File: src/rtl/seq_ctrl.sv
// rtl/seq_ctrl.sv - stallable burst sequencer for the 8-bit code-sequence datapath
//
// Emits `count` codes (0 => 16) from the cycle 0,3,12,34,59,233,24,1,155 over a
// valid/ready handshake, then pulses `done` for one cycle.
//
// Ports:
//   clk      in   clock, rising edge
//   reset    in   asynchronous active-low reset
//   start    in   burst request, sampled in IDLE only
//   stop     in   abort request, effective in RUN only
//   count    in   burst length latched on start, 0 means 16
//   z        out  current code, 0 when z_valid is low
//   z_valid  out  z holds a valid code
//   z_ready  in   consumer accepts z this cycle
//   idx      out  table index of the current code
//   busy     out  high in RUN and DONE
//   done     out  one-cycle pulse on normal completion
//   z_par    out  even-parity bit over z (only with SEQ_PARITY_EN defined)
//
// Build option: define SEQ_PARITY_EN to add the z_par output.

module seq_ctrl #(
  parameter int IDX_W = 4
) (
  input  logic             clk,
  input  logic             reset,
  input  logic             start,
  input  logic             stop,
  input  logic [3:0]       count,
  output logic [7:0]       z,
  output logic             z_valid,
  input  logic             z_ready,
  output logic [IDX_W-1:0] idx,
  output logic             busy,
`ifdef SEQ_PARITY_EN
  output logic             done,
  output logic             z_par
`else
  output logic             done
`endif
);

  localparam int SEQ_LEN = 9;

  typedef enum logic [1:0] {
    S_IDLE = 2'd0,
    S_RUN  = 2'd1,
    S_DONE = 2'd2
  } state_t;

  state_t           state;
  logic [4:0]       remaining;
  logic [IDX_W-1:0] idx_next;
  logic [7:0]       code_next;

  function automatic logic [7:0] code_at(input logic [IDX_W-1:0] i);
    case (int'(i))
      0:       code_at = 8'd0;
      1:       code_at = 8'd3;
      2:       code_at = 8'd12;
      3:       code_at = 8'd34;
      4:       code_at = 8'd59;
      5:       code_at = 8'd233;
      6:       code_at = 8'd24;
      7:       code_at = 8'd1;
      8:       code_at = 8'd155;
      default: code_at = 8'd0;
    endcase
  endfunction

  // Index and code presented after a transfer; both depend on registered idx only.
  assign idx_next  = (idx == IDX_W'(SEQ_LEN - 1)) ? '0 : idx + IDX_W'(1);
  assign code_next = code_at(idx_next);

  always_ff @(posedge clk or negedge reset) begin
    if (!reset) begin
      state     <= S_IDLE;
      idx       <= '0;
      remaining <= 5'd0;
      z         <= 8'd0;
      z_valid   <= 1'b0;
      busy      <= 1'b0;
      done      <= 1'b0;
`ifdef SEQ_PARITY_EN
      z_par     <= 1'b0;
`endif
    end else begin
      case (state)
        S_IDLE: begin
          done <= 1'b0;
          if (start) begin
            state     <= S_RUN;
            remaining <= (count == 4'd0) ? 5'd16 : {1'b0, count};
            idx       <= '0;
            z         <= code_at('0);
            z_valid   <= 1'b1;
            busy      <= 1'b1;
`ifdef SEQ_PARITY_EN
            z_par     <= ^code_at('0);
`endif
          end
        end

        S_RUN: begin
          if (stop) begin
            // A coincident transfer already happened on the bus; idx is left
            // where it was and the remaining count is thrown away.
            state     <= S_IDLE;
            remaining <= 5'd0;
            z         <= 8'd0;
            z_valid   <= 1'b0;
            busy      <= 1'b0;
`ifdef SEQ_PARITY_EN
            z_par     <= 1'b0;
`endif
          end else if (z_ready) begin
            idx       <= idx_next;
            remaining <= remaining - 5'd1;
            if (remaining == 5'd1) begin
              state   <= S_DONE;
              z       <= 8'd0;
              z_valid <= 1'b0;
              done    <= 1'b1;
`ifdef SEQ_PARITY_EN
              z_par   <= 1'b0;
`endif
            end else begin
              z       <= code_next;
`ifdef SEQ_PARITY_EN
              z_par   <= ^code_next;
`endif
            end
          end
        end

        S_DONE: begin
          state <= S_IDLE;
          done  <= 1'b0;
          busy  <= 1'b0;
        end

        default: begin
          state     <= S_IDLE;
          remaining <= 5'd0;
          z         <= 8'd0;
          z_valid   <= 1'b0;
          busy      <= 1'b0;
          done      <= 1'b0;
`ifdef SEQ_PARITY_EN
          z_par     <= 1'b0;
`endif
        end
      endcase
    end
  end

endmodule

File: config.mk
export PLATFORM = sky130hd
export DESIGN_NAME = seq_ctrl
export DESIGN_NICKNAME = d
export VERILOG_FILES = /design/src/rtl/seq_ctrl.sv
export SDC_FILE = /design/constraint.sdc
export NUM_CORES = 1
export LEC_CHECK = 0
export CAP_MARGIN = 20
export CORE_MARGIN = 2
export CORE_UTILIZATION = 50
export CTS_CLUSTER_DIAMETER = 50
export DETAILED_ROUTE_END_ITERATION = 10
export PLACE_DENSITY_LB_ADDON = 0.05
export REMOVE_ABC_BUFFERS = 1
export SKIP_LAST_GASP = 1
export SYNTH_ARGS = -nofsm -noshare
export SYNTH_HDL_FRONTEND = slang
export SYNTH_SLANG_ARGS = --single-unit
File: constraint.sdc
create_clock -name clk -period 4.6 [get_ports clk]
set_clock_uncertainty 0.05 [all_clocks]
set_input_delay 1.15 -clock clk [delete_from_list [all_inputs] [get_ports clk]]
set_output_delay 1.15 -clock clk [all_outputs]
set_load 0.02 [all_outputs]
# After elaboration in Yosys (flattened, before gate mapping)
# Memories as Yosys holds them, arrays and structs flattened.
# Index checks and enable logic that the tools add are counted.
# totals
mem_count	1
wordCells	62
output_inout_bits	15
regBits	22
rom_bits	128
inputBits	9
# op_classes
n_eq_ne	11
addsub	2
mux	31
bitwise_logic	1
reduce_logical	9
# mem_list
memory	words	word_bits	rd	rd_ports_with_merged_regs	write_ports	line	rtl
(no name shown)	16	8	1	0	0	57	case (int'(i))
# op_table
cell	count
$mux W8	4
$pmux W8 S3	1
$mux W5	4
$mux W4	4
$pmux W5 S3	1
$ne A2 B2 Y1 const B	5
$mux W1	9
$reduce_and A3 Y1	3
$mux W2	4
$pmux W4 S2	1
$reduce_and A4 Y1	2
$ne A3 B3 Y1 const B	2
$eq A5 B1 Y1 const B	1
$sub A5 B1 Y5 const B	1
$add A4 B1 Y4 const B	1
$eq A4 B4 Y1 const B	1
$logic_not A4 Y1	1
$pmux W2 S2	1
$pmux W1 S3	1
$eq A2 B1 Y1 const B	1
$eq A2 B2 Y1 const B	1
$logic_not A2 Y1	1
$pmux W1 S2	1
$reduce_and A2 Y1	1
other kinds (2)	2

# Longest topological paths before layout
# An unclocked memory read counts as a cell.
# depth
depth_word	7
mapped_depth	7
depth_no_buf	6

# Least setup slack after synthesis
# Ideal clock, no wire load.
# synth_timing
path_type	input to register
from	input start
to	register z[0]
t_required_ns	4.429
setup_time_ns	0.121
path_stages	5
slack_ns	2.299
arrival_time_ns	2.130
path_buffers	2
cell_sequence	or3b_1 buf_6 and2_4 buf_4 a22o_1
# synth_between
elab_chain_len	2
# synth_rtl
element	line	rtl
from (decl)	27	input logic start,
$ne A2 B2 Y1 (no source line)	-	
$reduce_and A3 Y1 (no source line)	-	
to (signal assigned)	95	z <= code_at('0);
to (signal assigned)	128	z <= code_next;
to (decl)	30	output logic [7:0] z,
# No other way between the ends.
# A chain may end at the register's enable or synchronous reset.

# Worst setup path after layout
# layout_timing
from	register idx[2]
to	output idx[2]
# layout_lines
element	line	rtl
from (decl)	33	output logic [IDX_W-1:0] idx,
from (signal assigned)	117	idx <= idx_next;
# No word-level cell between the ends.

==> flow_metrics.env <==
export IMPL_drive_gt1_share_pct=5.521
export IMPL_fp_dieW_um=55.94
export IMPL_crit_fanout=13
export IMPL_portBuffers=23
export IMPL_yosysSeqAreaShare_pct=40.82
export IMPL_syn_to_final_growth_pct=20.41
export IMPL_setup_tns_final_ps=0
export IMPL_wire_per_inst_um=14.11
export IMPL_worst_pin_slew_ps=917.6
export IMPL_max_cap_violations=0
export IMPL_numCtsBuffers=3
export IMPL_n_fill_cell=210
export IMPL_path_class="flip-flop to output pin"
export IMPL_slew_viol_final=0
export IMPL_route_detailed_drc=0
export IMPL_clock_path_buffers=2
export IMPL_h_tree_depth=1
export IMPL_r2r_end="z[1]"
export IMPL_ant_nets=0
export IMPL_grt_max_degree=23
export IMPL_crit_arrival_ps=1570
export IMPL_path_delay_family="buffers and inverters"
export IMPL_post_cts_setup_buffers=0
export IMPL_path_cells="clkdlybuf4s50_1"
export IMPL_r2r_start="idx[0]"
export IMPL_num_rows=18
export IMPL_die_area_um2=3129
export IMPL_n_antenna_cell=0
export IMPL_status="finished clean"
export IMPL_clock_sinks=22
export IMPL_multi_input_area_um2=714.4
export IMPL_wirelength_mm=2.723
export IMPL_whs_path_depth=2
export IMPL_post_cts_resized=0
export IMPL_die_y_um=55.94
export IMPL_synth_top_cell_by_area="dfrtp_1"
export IMPL_fin_crit_sh_pct=60.22
export IMPL_io_pins=24
export IMPL_r2r_setup_slack_ps=2360
export IMPL_routabilityCongestion=0.7823
export IMPL_critPathLaunchType="flip-flop"
export IMPL_finalHoldViolations=0
export IMPL_dp_slack_ps=1658
export IMPL_coreArea_um2=2522
export IMPL_layout_nets=181
export IMPL_timing_final_crit_period_ps=2770
export IMPL_max_vdd_ir_drop_v=0.0003032
export IMPL_synth_seq_cells=22
export IMPL_relSlewSlack_pct=37.97
export IMPL_synth_edff_count=0
export IMPL_path_clk_slew_ps=120
export IMPL_cts_tree="done"
export IMPL_setup_viol=0
export IMPL_antenna_found_initial=0
export IMPL_register_area_um2=550.5
export IMPL_dp_hpwl_mm=1.996
export IMPL_yosys_warnings=0
export IMPL_rsz0062_at_grt="false"
export IMPL_layout_common_cells="23 x clkdlybuf4s50_1, 22 x dfrtp_1, 14 x nand2_1, 12 x o21ai_0, 11 x inv_1"
export IMPL_grt_total_usage_pct=18.66
export IMPL_ys_top_cells_by_area="dfrtp_1 41%, ha_1 6.5%, a22o_1 4.5%, o21ai_0 4.5%, nand2_1 3.9%"
export IMPL_cts_root_buf="clkbuf_4"
export IMPL_syn_inst=142
export IMPL_grt_pass1_vias=1079
export IMPL_synth_ff_type="dfrtp_1"
export IMPL_ys_async_sr_fraction_pct=100.0
export IMPL_overflow=0
export IMPL_syn_area_um2=1349
export IMPL_synth_top_area_share_pct=40.82
export IMPL_crit_slowest_cell="clkdlybuf4s50_1"
export IMPL_slowest_delay_ps=680
export IMPL_finalWorstSetupSlack_ps=1830
export IMPL_synth_avg_cell_area_um2=9.499
export IMPL_power_per_cell_area_nw_per_um2=478.8
export IMPL_hp_start="z[5]"
export IMPL_yosysUniqueCellTypes=42
export IMPL_dr_pass1_iters=4
export IMPL_drtIter0Drc=43
export IMPL_end_kind="output pin"
export IMPL_worstHoldEndpoint="z[5]"
export IMPL_grtUsageMet3_pct=3.023
export IMPL_vias=1112
export IMPL_hold_path_class="flip-flop to flip-flop"
export IMPL_use_met1_pct=27.40
export IMPL_grtUsageMet2_pct=28.23
export IMPL_worst_r2r_path_depth=6
export IMPL_busiest_layer="met2"
export IMPL_ctsHoldBuffers=0
export IMPL_required_ps=3400
export IMPL_grt_pass1_wl_mm=4.705
export IMPL_viasPerCell=5.762
export IMPL_clk_latency_ps=300
export IMPL_crit_buf_inv=1
export IMPL_start_util_pct=53.47
export IMPL_final_common_cell="clkdlybuf4s50_1"
export IMPL_p_leak_nw=0.7366
export IMPL_clock_fmax_mhz=361.0
## state kept, by name (all words and copies together) (netlist names)
register and flops:
idx 4, remaining 5, z 8, state 2
busy 1, done 1, z_valid 1
## through the flow
step	utilization, %	total power, mW	cells	hold slack, ps	instance area (µm²)
final	64.38	0.7776	193	443.8	1624
after CTS	63.29	0.7767	192	453.1	1597
after detailed placement	62.40	0.6886	189	427.3	1574
after floorplan	-	0.5548	136	437.4	1306
after global placement	62.40	0.6813	189	422.9	1574
after global routing	64.38	0.8418	193	507.9	1624
## cell type report
class                           instances  share of cell area (%)
Multi-Input combinational cell        103                   43.99
Sequential cell                        22                   33.90
Timing Repair Buffer                   24                   15.87
Inverter                               11                   2.542
Tap cell                               30                   2.311
Clock buffer                            3                   1.387
## worst max-delay path by stage
stage | depth (start not counted) | startpoint | slack [ps] | end
2_1_floorplan | 4 | start | 2330 | z[0]
3_3_place_gp | 5 | start | 1690 | z[7]
3_5_place_dp | 5 | start | 1660 | z[1]
4_1_cts | 1 | idx[2] | 1830 | idx[2]
5_1_grt | 1 | idx[2] | 1750 | idx[2]
6_report | 1 | idx[2] | 1830 | idx[2]
## Yosys cell counts (2+ instances only)
| cell | count |
|---|---|
| a211oi_1 | 2 |
| a211oi_4 | 2 |
| a21oi_1 | 4 |
| a22o_1 | 7 |
| and3_1 | 2 |
| buf_6 | 2 |
| clkbuf_1 | 2 |
| dfrtp_1 | 22 |
| ha_1 | 7 |
| inv_1 | 11 |
| mux2i_1 | 3 |
| nand2_1 | 14 |
| nand2b_1 | 4 |
| nand3_1 | 4 |
| nor2_1 | 9 |
| nor2b_1 | 3 |
| nor3_1 | 2 |
| o21ai_0 | 12 |
| o21ai_1 | 2 |
| o221ai_1 | 2 |
| o22ai_1 | 3 |
| o31ai_1 | 2 |
| or3b_1 | 2 |
## logic make-up after synthesis
| kind of cell | share of synthesized area (%) |
|---|---|
| buf+inv | 6.215 |
| fa+ha+maj | 6.493 |
| simple gates | 19.57 |
| mux | 2.226 |
| compound gates | 24.68 |
| flops | 40.82 |
## routing by layer
layer	vias up	part of all wire, %
li1	554	-
met1	536	54
met2	18	42
met3	4	3.2
met4	0	1.2
met5	-	0
## report_power, final
part	internal, mW	switching, mW
logic	0.173	0.208
registers	0.242	0.0684
clock network	0.0305	0.0554
Note: power is estimated with default switching activity, not from simulation.
